## src/rtl/enc_dec_scheduler.sv

```systemverilog
// -----------------------------------------------------------------------------
// enc_dec_scheduler
//
// Shares one encoder/decoder core between NUM_REQ requesters. A round-robin
// arbiter picks one request at a time in IDLE, the operation is launched on
// the core with a single start pulse, the scheduler waits for completion (or
// gives up after TIMEOUT_CYCLES), and the result is returned on the owning
// requester's response channel. Saturating usage/error counters are kept.
//
// Ports:
//   clk, rst                 clock, synchronous active-high reset
//   req_valid/req_ready      per-requester request handshake (ready one-hot)
//   req_type_of_work         2 bits per requester: 1=encode, 2=decode
//   req_data                 DATA_WIDTH bits per requester
//   resp_valid/resp_ready    per-requester response handshake (valid one-hot)
//   resp_data                shared response data
//   resp_num_of_errors       core error count (0 for encode / errors)
//   resp_err                 illegal type_of_work or timeout
//   core_start               one-cycle launch pulse to the core
//   core_type_of_work        operation sent to the core
//   core_data_in             operand sent to the core
//   core_operation_done      core completion strobe
//   core_data_out            core result
//   core_num_of_errors       core error count
//   cnt_encode/cnt_decode    accepted encode/decode operations (saturating)
//   cnt_uncorrectable        completed decodes reporting 2 errors (saturating)
// -----------------------------------------------------------------------------
module enc_dec_scheduler #(
   parameter int DATA_WIDTH     = 32,
   parameter int NUM_REQ        = 2,
   parameter int TIMEOUT_CYCLES = 64
) (
   input  logic                          clk,
   input  logic                          rst,
   input  logic [NUM_REQ-1:0]            req_valid,
   output logic [NUM_REQ-1:0]            req_ready,
   input  logic [2*NUM_REQ-1:0]          req_type_of_work,
   input  logic [DATA_WIDTH*NUM_REQ-1:0] req_data,
   output logic [NUM_REQ-1:0]            resp_valid,
   input  logic [NUM_REQ-1:0]            resp_ready,
   output logic [DATA_WIDTH-1:0]         resp_data,
   output logic [1:0]                    resp_num_of_errors,
   output logic                          resp_err,
   output logic                          core_start,
   output logic [1:0]                    core_type_of_work,
   output logic [DATA_WIDTH-1:0]         core_data_in,
   input  logic                          core_operation_done,
   input  logic [DATA_WIDTH-1:0]         core_data_out,
   input  logic [1:0]                    core_num_of_errors,
   output logic [15:0]                   cnt_encode,
   output logic [15:0]                   cnt_decode,
   output logic [15:0]                   cnt_uncorrectable
);

   localparam int IDX_W = (NUM_REQ > 1) ? $clog2(NUM_REQ) : 1;
   localparam int TMO_W = $clog2(TIMEOUT_CYCLES + 1);
   localparam logic [TMO_W-1:0] TMO_LAST = TMO_W'(TIMEOUT_CYCLES - 1);

   typedef enum logic [1:0] {
      ST_IDLE,
      ST_ISSUE,
      ST_WAIT,
      ST_RESP
   } state_t;

   state_t                  state_q, state_d;
   logic [IDX_W-1:0]        ptr_q, ptr_d;
   logic [IDX_W-1:0]        idx_q, idx_d;
   logic [1:0]              op_type_q, op_type_d;
   logic [DATA_WIDTH-1:0]   op_data_q, op_data_d;
   logic [TMO_W-1:0]        tmo_q, tmo_d;
   logic [DATA_WIDTH-1:0]   rdata_q, rdata_d;
   logic [1:0]              rnerr_q, rnerr_d;
   logic                    rerr_q, rerr_d;
   logic [15:0]             cnt_enc_q, cnt_enc_d;
   logic [15:0]             cnt_dec_q, cnt_dec_d;
   logic [15:0]             cnt_unc_q, cnt_unc_d;

   // Per-requester views of the packed request buses.
   logic [1:0]              req_type_arr [NUM_REQ];
   logic [DATA_WIDTH-1:0]   req_data_arr [NUM_REQ];

   genvar gi;
   generate
      for (gi = 0; gi < NUM_REQ; gi++) begin : g_unpack
         assign req_type_arr[gi] = req_type_of_work[2*gi +: 2];
         assign req_data_arr[gi] = req_data[DATA_WIDTH*gi +: DATA_WIDTH];
      end
   endgenerate

   // Round-robin search: first valid requester starting at ptr_q, wrapping.
   logic                    gnt_found;
   logic [IDX_W-1:0]        gnt_idx;
   logic [IDX_W-1:0]        cand_idx;

   always_comb begin
      gnt_found = 1'b0;
      gnt_idx   = '0;
      cand_idx  = '0;
      for (int off = 0; off < NUM_REQ; off++) begin
         cand_idx = IDX_W'((int'(ptr_q) + off) % NUM_REQ);
         if (!gnt_found && req_valid[cand_idx]) begin
            gnt_found = 1'b1;
            gnt_idx   = cand_idx;
         end
      end
   end

   // Next-state logic
   always_comb begin
      state_d   = state_q;
      ptr_d     = ptr_q;
      idx_d     = idx_q;
      op_type_d = op_type_q;
      op_data_d = op_data_q;
      tmo_d     = tmo_q;
      rdata_d   = rdata_q;
      rnerr_d   = rnerr_q;
      rerr_d    = rerr_q;
      cnt_enc_d = cnt_enc_q;
      cnt_dec_d = cnt_dec_q;
      cnt_unc_d = cnt_unc_q;

      unique case (state_q)
         ST_IDLE: begin
            // req_ready follows gnt_found, so a found grant is a handshake.
            if (gnt_found) begin
               idx_d     = gnt_idx;
               op_type_d = req_type_arr[gnt_idx];
               op_data_d = req_data_arr[gnt_idx];
               ptr_d     = (int'(gnt_idx) == NUM_REQ - 1) ? '0 : gnt_idx + 1'b1;
               case (req_type_arr[gnt_idx])
                  2'd1: begin
                     if (cnt_enc_q != 16'hFFFF) cnt_enc_d = cnt_enc_q + 16'd1;
                     state_d = ST_ISSUE;
                  end
                  2'd2: begin
                     if (cnt_dec_q != 16'hFFFF) cnt_dec_d = cnt_dec_q + 16'd1;
                     state_d = ST_ISSUE;
                  end
                  default: begin
                     // Illegal operation: answer with an error, core untouched.
                     rdata_d = '0;
                     rnerr_d = 2'd0;
                     rerr_d  = 1'b1;
                     state_d = ST_RESP;
                  end
               endcase
            end
         end

         ST_ISSUE: begin
            tmo_d   = '0;
            state_d = ST_WAIT;
         end

         ST_WAIT: begin
            // Completion takes priority over a coincident timeout.
            if (core_operation_done) begin
               rdata_d = core_data_out;
               rnerr_d = (op_type_q == 2'd2) ? core_num_of_errors : 2'd0;
               rerr_d  = 1'b0;
               if ((op_type_q == 2'd2) && (core_num_of_errors == 2'd2) &&
                   (cnt_unc_q != 16'hFFFF)) begin
                  cnt_unc_d = cnt_unc_q + 16'd1;
               end
               state_d = ST_RESP;
            end else if (tmo_q == TMO_LAST) begin
               rdata_d = '0;
               rnerr_d = 2'd0;
               rerr_d  = 1'b1;
               state_d = ST_RESP;
            end else begin
               tmo_d = tmo_q + 1'b1;
            end
         end

         ST_RESP: begin
            if (resp_ready[idx_q]) state_d = ST_IDLE;
         end

         default: state_d = ST_IDLE;
      endcase
   end

   always_ff @(posedge clk) begin
      if (rst) begin
         state_q   <= ST_IDLE;
         ptr_q     <= '0;
         idx_q     <= '0;
         op_type_q <= 2'd0;
         op_data_q <= '0;
         tmo_q     <= '0;
         rdata_q   <= '0;
         rnerr_q   <= 2'd0;
         rerr_q    <= 1'b0;
         cnt_enc_q <= 16'd0;
         cnt_dec_q <= 16'd0;
         cnt_unc_q <= 16'd0;
      end else begin
         state_q   <= state_d;
         ptr_q     <= ptr_d;
         idx_q     <= idx_d;
         op_type_q <= op_type_d;
         op_data_q <= op_data_d;
         tmo_q     <= tmo_d;
         rdata_q   <= rdata_d;
         rnerr_q   <= rnerr_d;
         rerr_q    <= rerr_d;
         cnt_enc_q <= cnt_enc_d;
         cnt_dec_q <= cnt_dec_d;
         cnt_unc_q <= cnt_unc_d;
      end
   end

   // Outputs
   logic core_active;
   logic in_resp;

   assign core_active = (state_q == ST_ISSUE) || (state_q == ST_WAIT);
   assign in_resp     = (state_q == ST_RESP);

   generate
      for (gi = 0; gi < NUM_REQ; gi++) begin : g_hs
         assign req_ready[gi]  = (state_q == ST_IDLE) && gnt_found &&
                                 (gnt_idx == IDX_W'(gi));
         assign resp_valid[gi] = in_resp && (idx_q == IDX_W'(gi));
      end
   endgenerate

   assign core_start         = (state_q == ST_ISSUE);
   assign core_type_of_work  = core_active ? op_type_q : 2'd0;
   assign core_data_in       = core_active ? op_data_q : '0;
   assign resp_data          = in_resp ? rdata_q : '0;
   assign resp_num_of_errors = in_resp ? rnerr_q : 2'd0;
   assign resp_err           = in_resp ? rerr_q : 1'b0;
   assign cnt_encode         = cnt_enc_q;
   assign cnt_decode         = cnt_dec_q;
   assign cnt_uncorrectable  = cnt_unc_q;

endmodule

```

## config.mk

```make
export PLATFORM = sky130hd
export DESIGN_NAME = enc_dec_scheduler
export DESIGN_NICKNAME = d
export VERILOG_FILES = /design/src/rtl/enc_dec_scheduler.sv
export SDC_FILE = /design/constraint.sdc
export NUM_CORES = 1
export LEC_CHECK = 0
export CAP_MARGIN = 10
export CORE_UTILIZATION = 49
export DETAILED_ROUTE_END_ITERATION = 10
export PLACE_DENSITY = 0.86
export SLEW_MARGIN = 20
export SYNTH_ARGS = -nofsm -noshare
export SYNTH_HDL_FRONTEND = slang
export SYNTH_SLANG_ARGS = --single-unit
```

## constraint.sdc

```tcl
create_clock -name clk -period 3.89 [get_ports clk]
set_clock_uncertainty 0.2 [all_clocks]
set_input_delay 0.389 -clock clk [delete_from_list [all_inputs] [get_ports clk]]
set_output_delay 0.389 -clock clk [all_outputs]
set_load 0.05 [all_outputs]
```

Word-level counts from Yosys, hierarchy flattened
Cells that the tools add are included.
Word-level totals
  word-level logic and storage cells: 110
  bits in latches: 0
  output and inout bits: 122
  memories: 0
  memory bits (writable): 0
  bits in read-only memories: 0
  input port bits: 109
  register bits after elaboration: 128
Cells by class
  shifts and indexed selects: 0
  divide/modulo/power cells: 0
  multiplexer cells: 47
  multipliers: 0
  eq/ne operators: 17
  add/subtract/negate cells: 6
  bitwise logic cells: 3
  $lt $le $gt $ge: 4
  reduce and logical (&&, ||, !) cells: 21
Operators with widths (count)
  $mux 32: 9
  $pmux 32 s2: 1
  $add 16x1->16 const B: 3
  $ne 16x16->1 const B: 3
  $mux 2: 15
  $mux 1: 16
  $mux 7: 2
  $pmux 7 s2: 1
  $reduce_and 4->1: 3
  $eq 2x2->1 const B: 5
  $reduce_and 3->1: 3
  $logic_and 1x1->1: 8
  $ne 2x2->1 const B: 4
  $pmux 2 s4: 1
  $add 7x1->7 const B: 1
  $eq 7x6->1 const B: 1
  $lt 1x2->1 const B: 3
  $eq 2x1->1 const B: 2
  $pmux 2 s2: 1
  $reduce_bool 2->1: 2
  $ne 3x3->1 const B: 1
  $add 1x1->1 const B: 2
  $ge 2x2->1 const B: 1
  $logic_not 2->1: 1
  other kinds (8): 9

Longest topological paths before layout
Gate-level depths: netlist of run 1.
  depth after elaboration: 15
  mapped depth: 11
  gate-level depth less buffers: 9

Worst setup path after synthesis of run 1
Ideal clock, no wire load.
  path type: input -> register
  from: input port req_valid[0]
  to: register cnt_dec_q[7], in the netlist cnt_decode[7]
  setup slack: 1.112 ns
  cell stages on the path: 9
  buffers on the path: 1
  arrival: 2.508 ns
  required time: 3.620 ns
  cells stage by stage: buf_6 inv_1 o21ai_0 mux2i_1 ha_1 o211ai_2 or3_1 or4_1 a21oi_1
On the way
  cells in the longest elaborated chain, start to end: 12
  elaborated cells on any way between the ends: 16
  classes of those cells: eq/ne (1); mux (11); bitwise (1); reduce/logical (3)
Ends and longest elaborated chain
  start, declared: line 35  | input logic [NUM_REQ-1:0] req_valid,
  $mux 1 (not written as such) (2 in series): line 102  | if (!gnt_found && req_valid[cand_idx]) begin
  $mux 1: line 102
  $logic_not 1->1: line 102
  $logic_and 1x1->1: line 102
  $mux 1: line 102
  $not 1->2 (not written as such): line 132  | case (req_type_arr[gnt_idx])
  $mux 2 (not written as such) (3 in series): line 132
  $eq 2x2->1: line 132
  $reduce_and 4->1 (no line) *
  end signal, assigned: line 211  | cnt_dec_q <= cnt_dec_d;
  end, declared: line 76  | logic [15:0] cnt_dec_q, cnt_dec_d;
Mark *: on every way between the ends. The rest lies on a longest branch, timed or not. The select of a mux whose other input is x is not followed.
A chain may end at the register's enable or synchronous reset.

Worst setup path in the final report of run 1
  from: register state_q[1]
  to: output port req_ready[0]
On the way
  cells in the longest elaborated chain, start to end: 3
Ends and longest elaborated chain
  start, declared: line 66  | state_t state_q, state_d;
  start signal, assigned: line 201  | state_q <= state_d;
  $logic_not 2->1: line 225  | assign req_ready[gi] = (state_q == ST_IDLE) && gnt_found &&
  $logic_and 1x1->1 (2 in series): line 225
  end, declared: line 36  | output logic [NUM_REQ-1:0] req_ready,
No other way between the ends.

==> results of run 1 <==
-- registers in the layout, summed over array words and instances (netlist names) --
register	flops
rerr_q	1
cnt_decode	16
op_data_q	32
rdata_q	32
idx_q	1
tmo_q	7
cnt_encode	16
cnt_uncorrectable	16
state_q	2
op_type_q	2
ptr_q	1
rnerr_q	2
-- placed cells by master (no fill, tap or decap), types with 12 or more instances in the layout --
| master | Yosys | layout |
|---|---|---|
| nand3_1 | 17 | 17 |
| nor2b_1 | 14 | 14 |
| a21oi_1 | 37 | 37 |
| a222oi_1 | 32 | 32 |
| nand4_1 | 16 | 16 |
| clkbuf_16 | 0 | 17 |
| or3_1 | 15 | 15 |
| and2_1 | 74 | 74 |
| mux2i_1 | 42 | 42 |
| nand2_1 | 101 | 100 |
| nor2_1 | 54 | 54 |
| clkdlybuf4s50_1 | 0 | 229 |
| o21ai_0 | 22 | 22 |
| nor3_1 | 13 | 13 |
| or4_1 | 12 | 12 |
| dfxtp_1 | 128 | 128 |
-- critical path, cell delays in order, from the launching register on --
cell and delay, ns:
dfxtp_1 0.33, inv_1 0.13, ha_1 0.35, inv_1 0.15
a211oi_4 0.31, clkdlybuf4s50_1 0.89
-- layer usage --
layer | part of all wire, % | up-vias | global-route usage [%]
li1 | - | 3187 | -
met1 | 44 | 3079 | 34.3
met2 | 48 | 224 | 44.2
met3 | 5.3 | 36 | 7.11
met4 | 2.5 | 0 | 10.6
met5 | 0 | - | 0
-- Yosys cell counts, types with 2 or more instances --
master    number  area (um^2)
or3_1         15         93.8
a311oi_1       4         35.0
ha_1          11          138
a22o_1         2         17.5
buf_2          7         35.0
or4_1         12         90.1
and3_1        10         62.6
nor2_1        54          203
o311ai_0       6         52.6
o41ai_1        3         26.3
o31ai_1       11         82.6
nor4_1         3         18.8
o211ai_1       4         30.0
o21a_1         2         15.0
inv_1         10         37.5
mux2i_1       42          420
nand4_1       16          100
nand2b_1       4         25.0
a21boi_0       2         15.0
and4b_1        3         30.0
a41oi_1        2         17.5
and4_1         5         43.8
nand3_1       17         85.1
nor2b_1       14         87.6
a21oi_1       37          185
nor3_1        13         65.1
mux2_2         6         67.6
clkbuf_1      39          146
clkbuf_8       3         41.3
a222oi_1      32          320
a211oi_1       8         60.1
a31oi_1        6         37.5
nand2_1      101          379
o21ai_0       22          110
o211a_1        4         40.0
and2_1        74          463
a221o_1        2         20.0
dfxtp_1      128         2560
-- cells by family after synthesis --
logic type / synth area share, %
fa+ha+maj: 2.12
buf+inv: 4.57
mux: 7.53
flops: 39.5
compound gates: 17.7
simple gates: 28.6
-- worst max path at each step --
stage	from	endpoint	slack [ns]	depth (start not counted)
after global routing	req_valid[0]	cnt_decode[15]	0.59	9
final	state_q[1]	req_ready[0]	0.74	5
after detailed placement	req_valid[0]	cnt_decode[9]	0.41	9
after floorplan	req_valid[0]	cnt_decode[7]	1.11	9
after CTS	state_q[0]	resp_data[8]	0.48	3
after global placement	req_valid[0]	cnt_decode[7]	0.54	9
-- power groups by stage --
stage / clock network (W) / registers [W] / logic [W]
floorplan: 0 / 0.00156 / 0.00119
global route: 0.00161 / 0.00155 / 0.00188
detailed placement: 0 / 0.00156 / 0.00175
CTS: 0.00154 / 0.00153 / 0.00176
global placement: 0 / 0.00155 / 0.00173
finish: 0.00152 / 0.00153 / 0.00176
-- cell type report --
type	instances	area [um^2]	area share [%]
multi-input combinational	565	3640	38.7
sequential	128	2560	27.2
tap	172	215	2.29
timing repair buffer	241	2390	25.4
clock buffer	23	478	5.08
clock inverter	7	85.1	0.903
inverter	10	37.5	0.399
-- per-stage QoR --
stage / total power [W] / cell area (um^2) / util, % / instances
CTS: 0.00483 / 9420 / 73.7 / 1146
global placement: 0.00329 / 8850 / 69.3 / 1116
floorplan: 0.00275 / 6480 / - / 757
finish: 0.00481 / 9420 / 73.7 / 1146
detailed placement: 0.00330 / 8850 / 69.3 / 1116
global route: 0.00504 / 9420 / 73.7 / 1146
==> metrics.txt, run 1 <==
Setup Fix Bufs, Post-CTS=0; outcome=finished with violations; starting density of the core=50.7%; Sw Pwr=about 0.0017 W; final WL=between 15000 and 20000 um; register area share after synthesis=39.5%; post-route ant nets=0; Synth async-reset ratio=0%; Syn-to-layout area delta=45.3%; max-slew violations=0; failing checks=design-rule violations; vias per cell=5.69; Most used DFF post-synth=dfxtp_1; Clock Latency Late Sink=0.41 ns; GRT Total Usage=~27%; synth unique cells=61; Via Count=6526; Yosys reg bits=128; Syn Inst Count=between 700 and 800; R2R cell count=7; fillers=969; Syn Nets=877; CP Data Arrival Time=2.56 ns; CORE AREA=between 10000 and 15000 um^2; Req. time, crit path=roughly 3.3 ns; RSZ-0062 raised after global routing=false; Rel. slew slack=a little under half; NumNets Final=roughly 1100; Yosys warnings=0; post-synthesis cell area=6480 um^2; CTS tree=built; Syn Area/Cell=8.56 um^2; Final Hold Vio Count=0; Worst Path Max Fanout=8; cts hold-fix bufs=0; die width=117 um; worst-case vdd ir drop=400 uV; sw frac=35.7%; setup_tns=0 ns; worst r2r dst=cnt_decode[9]; GP Congestion=between 0.8 and 0.9; Root Driver=clkbuf_16; R2R Path Start=ptr_q; EDFF count, synth=0; total CTS buffers=17; vias in the first global route=5948; io pins=about 230; # rows=41; post-DP HPWL=12500 um; Pleak=3.50 nW; Final period util=81.0%; total grt overflow=0; reg2reg setup slack=0.92 ns; HP Class=reg2reg; origin of the worst min-delay path=tmo_q[6]; Clock transition at path regs=0.05 ns; Fmax achieved=317 MHz; Setup crit end kind=primary output; worst-margin pin slew=0.782 ns; pre-CTS WS=0.414 ns; Comb power frac=around 37%; largest net degree at the start of global routing=66; I/O Buffers=230; DRT Pass-1 Iters=11; Worst Hold Endpoint=tmo_q[6]; crit path launch type=flip-flop; WHS=0.240 ns; clock share of power=31.6%; # resized after CTS=0; Critical Setup Path Class=reg2out; first-pass GRT wire length=29300 um; htree depth=4; Clock Path Buffers=2; Sink Count=128; Period minus WS final=3.15 ns; DR WL/cell=between 15 and 20 um; Max Cap Viol=0; ant diodes=0; Die H=around 120 um; initial antenna violation count=0; final worst slack=0.738 ns; initial DRC count=779; Reg power frac=31.9%; die area=13700 um^2; PwrDens=511 nW/um^2; post-route DRC violation count=1; Int Pwr=around 0.0031 W; share of cells above drive strength 1=about 5.9%; final-report setup violation count=0; hold depth=2
Note: power is estimated with default switching activity, not from simulation.
==> inputs of run 2 (changes only) <==
--- a/config.mk
+++ b/config.mk
@@ -6,9 +6,9 @@
 export NUM_CORES = 1
 export LEC_CHECK = 0
 export CAP_MARGIN = 10
-export CORE_UTILIZATION = 49
+export CORE_UTILIZATION = 46
 export DETAILED_ROUTE_END_ITERATION = 10
-export PLACE_DENSITY = 0.86
+export PLACE_DENSITY = 0.82
 export SLEW_MARGIN = 20
 export SYNTH_ARGS = -nofsm -noshare
 export SYNTH_HDL_FRONTEND = slang
==> constraint.sdc (replaced) <==
create_clock -name clk -period 3 [get_ports clk]
set_clock_uncertainty 0.2 [all_clocks]
set_input_delay 0.3 -clock clk [delete_from_list [all_inputs] [get_ports clk]]
set_output_delay 0.3 -clock clk [all_outputs]
set_load 0.05 [all_outputs]
==> metrics.txt, run 2 (synthesis gave the netlist of run 1 again) <==
outcome=finished with violations; failing checks=design-rule violations; area of the multi-input gates=3640 um^2; initial antenna violation count=0; Power Total=0.00669 W; Max Cap Viol=0; Fmax achieved=between 300 and 400 MHz; Clock Path Buffers=2; Worst Hold Endpoint=cnt_uncorrectable[3]; worst r2r dst=cnt_decode[7]; max-slew violations=0; Rel. slew slack=51.7%; hold depth=2; sequential cell area=between 2000 and 3000 um^2; GP Congestion=0.840; Period minus WS final=2.87 ns; ant diodes=0; Root Driver=clkbuf_16; die area=roughly 15000 um^2; post-route DRC violation count=2; vias per cell=5.69; origin of the worst min-delay path=rst; R2R Path Start=ptr_q; Setup Fix Bufs, Post-CTS=0; Worst Path Max Fanout=19; Clock transition at path regs=0.06 ns; initial DRC count=638; starting density of the core=46.9%; most frequent cells in the layout=clkdlybuf4s50_1, dfxtp_1, nand2_1; final WL=between 15000 and 20000 um; crit path launch type=flip-flop; htree depth=4; Util after Layout=71.2%; DRT Pass-1 Iters=10; share of cells above drive strength 1=between 10 and 15%; GRT Total Usage=26.0%; cts hold-fix bufs=0; CP Data Arrival Time=~2.4 ns; Sink Count=between 100 and 150; worst-case vdd ir drop=~460 uV; Clock Latency Late Sink=about 0.42 ns; RSZ-0062 raised after global routing=false; DR WL/cell=16.2 um; die width=121 um; Syn-to-layout area delta=51.8%; Req. time, crit path=2.50 ns; Critical Setup Path Class=reg2out; R2R cell count=8; # rows=43; Setup crit end kind=primary output; Final Hold Vio Count=0; CTS tree=built; largest net degree at the start of global routing=45; post-route ant nets=0; post-DP HPWL=13100 um; total CTS buffers=17; Pleak=3.83 nW; HP Class=in2reg; fillers=1038; first-pass GRT wire length=30200 um; final-report setup violation count=0; reg2reg setup slack=0.40 ns; CORE AREA=around 14000 um^2; worst-margin pin slew=0.718 ns; io pins=roughly 230; vias in the first global route=between 6000 and 7000; Via Count=6656; # resized after CTS=0; commonest non-fill, non-tap cell in the layout=clkdlybuf4s50_1; NumNets Final=1097; PwrDens=679 nW/um^2; I/O Buffers=230; total grt overflow=0; Final period util=95.6%; Top Registers=op_data_q x32, rdata_q x32; CP startpoint=state_q[0]; Die H=121 um
[run 2: changes by cell type in the layout (fill, tap and decap cells not counted), sizes merged]
cell / delta
bufinv: -1
clkinvlp: +1
clkbuf: +6
buf: +85
clkdlybuf4s50: -71
clkinv: -4
[run 2: per-layer routing]
layer  vias to the layer above  track usage (%)  part of all wire (%)
li1                       3219                -                     -
met1                      3189             32.7                    43
met2                       213             42.4                    50
met3                        35             6.60                   5.1
met4                         0             10.6                   2.1
met5                         -                0                     0
[run 2: area by class of cell]
cell class	instances	area share, %
Clock buffer	29	5.59
Clock inverter	3	0.432
Inverter	10	0.381
Multi-Input combinational cell	565	37.0
Sequential cell	128	26.0
Tap cell	180	2.29
Timing Repair Buffer	255	28.3
[run 2: stage by stage]
stage / TNS (ns) / setup WS, ns / instances / hold slack, ns / instance area, um^2
after detailed placement: -0.0221 / -0.0205 / 1138 / 0.225 / 9250
after CTS: 0 / 0.0987 / 1170 / 0.0813 / 9840
after floorplan: 0 / 0.311 / 757 / 0.212 / 6480
final: 0 / 0.131 / 1170 / 0.0888 / 9840
after global placement: 0 / 0.0136 / 1138 / 0.223 / 9250
after global routing: 0 / 0.0196 / 1170 / 0.0953 / 9840
[run 2: how the worst max path moves through the flow]
stage | endpoint | slack, ns | cells after the start
3_5_place_dp | cnt_decode[7] | -0.02 | 10
6_report | resp_data[31] | 0.13 | 3
4_1_cts | resp_data[31] | 0.1 | 3
2_1_floorplan | cnt_decode[7] | 0.31 | 9
3_3_place_gp | cnt_decode[7] | 0.01 | 10
5_1_grt | resp_data[31] | 0.02 | 3
[run 2: worst max-delay path, stage by stage (launching register included)]
cell and delay [ns]:
dfxtp_1 0.36, ha_1 0.54, and2_1 0.21, clkdlybuf4s50_1 0.82
[run 2: where the power goes]
part	total [W]	switching, W	internal [W]
sequential	0.00199	0.000110	0.00187
combinational	0.00265	0.00151	0.00114
clock	0.00205	0.000728	0.00132
total	0.00669	0.00235	0.00434
==> inputs of run 3 (changes only) <==
--- a/config.mk
+++ b/config.mk
@@ -6,9 +6,10 @@
 export NUM_CORES = 1
 export LEC_CHECK = 0
 export CAP_MARGIN = 10
-export CORE_UTILIZATION = 46
+export CORE_UTILIZATION = 49
+export CTS_CLUSTER_SIZE = 12
 export DETAILED_ROUTE_END_ITERATION = 10
-export PLACE_DENSITY = 0.82
+export PLACE_DENSITY = 0.86
 export SLEW_MARGIN = 20
 export SYNTH_ARGS = -nofsm -noshare
 export SYNTH_HDL_FRONTEND = slang
==> constraint.sdc (replaced) <==
create_clock -name clk -period 3.3 [get_ports clk]
set_clock_uncertainty 0.2 [all_clocks]
set_input_delay 0.33 -clock clk [delete_from_list [all_inputs] [get_ports clk]]
set_output_delay 0.33 -clock clk [all_outputs]
set_load 0.05 [all_outputs]
==> metrics.txt, run 3 (synthesis gave the netlist of run 1 again) <==
outcome=finished clean; worst r2r dst=cnt_decode[7]; total grt overflow=0; Top Registers=op_data_q x32, rdata_q x32; CTS tree=built; most frequent cells in the layout=clkdlybuf4s50_1, dfxtp_1, nand2_1; Worst Hold Endpoint=cnt_uncorrectable[8]; Rel. slew slack=48.5%; R2R Path Start=ptr_q; worst-margin pin slew=0.765 ns; Clock Path Buffers=2; ant diodes=0; Clock transition at path regs=0.05 ns; clock share of power=31.6%; Final period util=92.7%; Setup crit end kind=primary output; crit path launch type=flip-flop; cell area after layout=9490 um^2; Clock Latency Late Sink=~0.42 ns; vias in the first global route=about 5800; GRT Total Usage=a little over a quarter; starting density of the core=50.7%; # resized after CTS=0; CORE AREA=roughly 13000 um^2; Fmax achieved=327 MHz; # rows=41; WHS=0.112 ns; cts hold-fix bufs=0; DRT Pass-1 Iters=8; placed cell count=1125; Worst path slowest cell=clkdlybuf4s50_1; die area=13700 um^2; commonest non-fill, non-tap cell in the layout=clkdlybuf4s50_1; initial DRC count=755; Via Count=6588; Pleak=3.57 nW; Sw Pwr=approximately 0.0020 W; worst-case vdd ir drop=423 uV; hold depth=2; Syn-to-layout area delta=46.4%; CP peak stage delay=between 0.8 and 0.9 ns; first-pass GRT wire length=~29000 um; share of cells above drive strength 1=7.41%; CP Data Arrival Time=around 2.5 ns; initial antenna violation count=0; Final Hold Vio Count=0; die width=117 um; CP Cell Sequence=inv_1 -> ha_1 -> buf_4 -> and2_1 -> clkdlybuf4s50_1; post-route ant nets=0; Reg power frac=31.7%; NumNets Final=approximately 1100; R2R cell count=7; HP Class=in2reg; I/O Buffers=230; io pins=231; Worst Path Max Fanout=45; final WL=approximately 18000 um; GP Congestion=between 0.8 and 0.9; largest net degree at the start of global routing=46; DR WL/cell=15.8 um; Util after Layout=74.3%; origin of the worst min-delay path=rst; Sink Count=128; htree depth=4; Req. time, crit path=2.77 ns; Max Cap Viol=0; post-route DRC violation count=0; area of the multi-input gates=3640 um^2; RSZ-0062 raised after global routing=false; Comb power frac=36.7%; setup_tns=0 ns; Die H=between 100 and 150 um; Int Pwr=0.00367 W; Root Driver=clkbuf_16; PwrDens=601 nW/um^2; total CTS buffers=17; Setup Fix Bufs, Post-CTS=0; Period minus WS final=3.06 ns; Critical Setup Path Class=reg2out; sequential cell area=2560 um^2; vias per cell=5.69; final-report setup violation count=0; post-DP HPWL=about 12000 um; max-slew violations=0; Post-Layout Cell Count=approximately 1200; sw frac=35.7%; placed cell areas=8910 um^2; reg2reg setup slack=a little under 0.5 ns; fillers=between 900 and 1000
-- run 3: cell types whose count changed in the layout (fill, tap and decap cells not counted), sizes merged --
| cell | previous run | this run |
|---|---|---|
| buf | 97 | 28 |
| clkbuf | 29 | 27 |
| clkdlybuf4s50 | 158 | 222 |
| clkinv | 1 | 4 |
| clkinvlp | 1 | 0 |
-- run 3: layout make-up --
cell class / instances / share of cell area [%]
multi-input combinational: 565 / 38.4
clock inverter: 5 / 0.527
clock buffer: 27 / 5.51
inverter: 10 / 0.396
timing repair buffer: 250 / 25.9
sequential: 128 / 27.0
tap: 172 / 2.27
-- run 3: worst max-delay path, delay by kind of cell, from the launching register on --
family | cells | cell delay [ns]
buffers and inverters | 3 | 1.27
DFF | 1 | 0.35
adders and majority gates | 1 | 0.29
and+or+nand+nor | 1 | 0.18
-- run 3: power by group through the flow --
stage                     combinational (W)  clock, W  sequential (W)
after floorplan                     0.00140         0         0.00184
after global placement              0.00208         0         0.00183
after detailed placement            0.00208         0         0.00183
after CTS                           0.00210   0.00183         0.00180
after global routing                0.00224   0.00190         0.00182
final                               0.00210   0.00180         0.00181
-- run 3: worst max-delay path by stage --
stage	end	cells after the start	slack (ns)	start
2_1_floorplan	cnt_decode[7]	9	0.58	req_valid[0]
3_3_place_gp	cnt_decode[7]	9	0.05	req_valid[0]
3_5_place_dp	cnt_decode[7]	9	-0.01	req_valid[0]
4_1_cts	core_data_in[31]	5	0.22	state_q[0]
5_1_grt	core_data_in[31]	5	0.12	state_q[1]
6_report	core_data_in[31]	5	0.24	state_q[0]
-- run 3: per-stage QoR --
| step | power, W | setup slack [ns] |
|---|---|---|
| after floorplan | 0.00325 | 0.581 |
| after global placement | 0.00391 | 0.0484 |
| after detailed placement | 0.00392 | -0.0134 |
| after CTS | 0.00573 | 0.219 |
| after global routing | 0.00597 | 0.120 |
| final | 0.00570 | 0.240 |
-- run 3: per-layer routing --
metal	track usage [%]	wire length, um	part of all wire [%]
met4	11.1	415	2.3
met2	43.9	8910	49
met5	0	0	0
met1	34.8	7970	44
met3	5.92	939	5.2
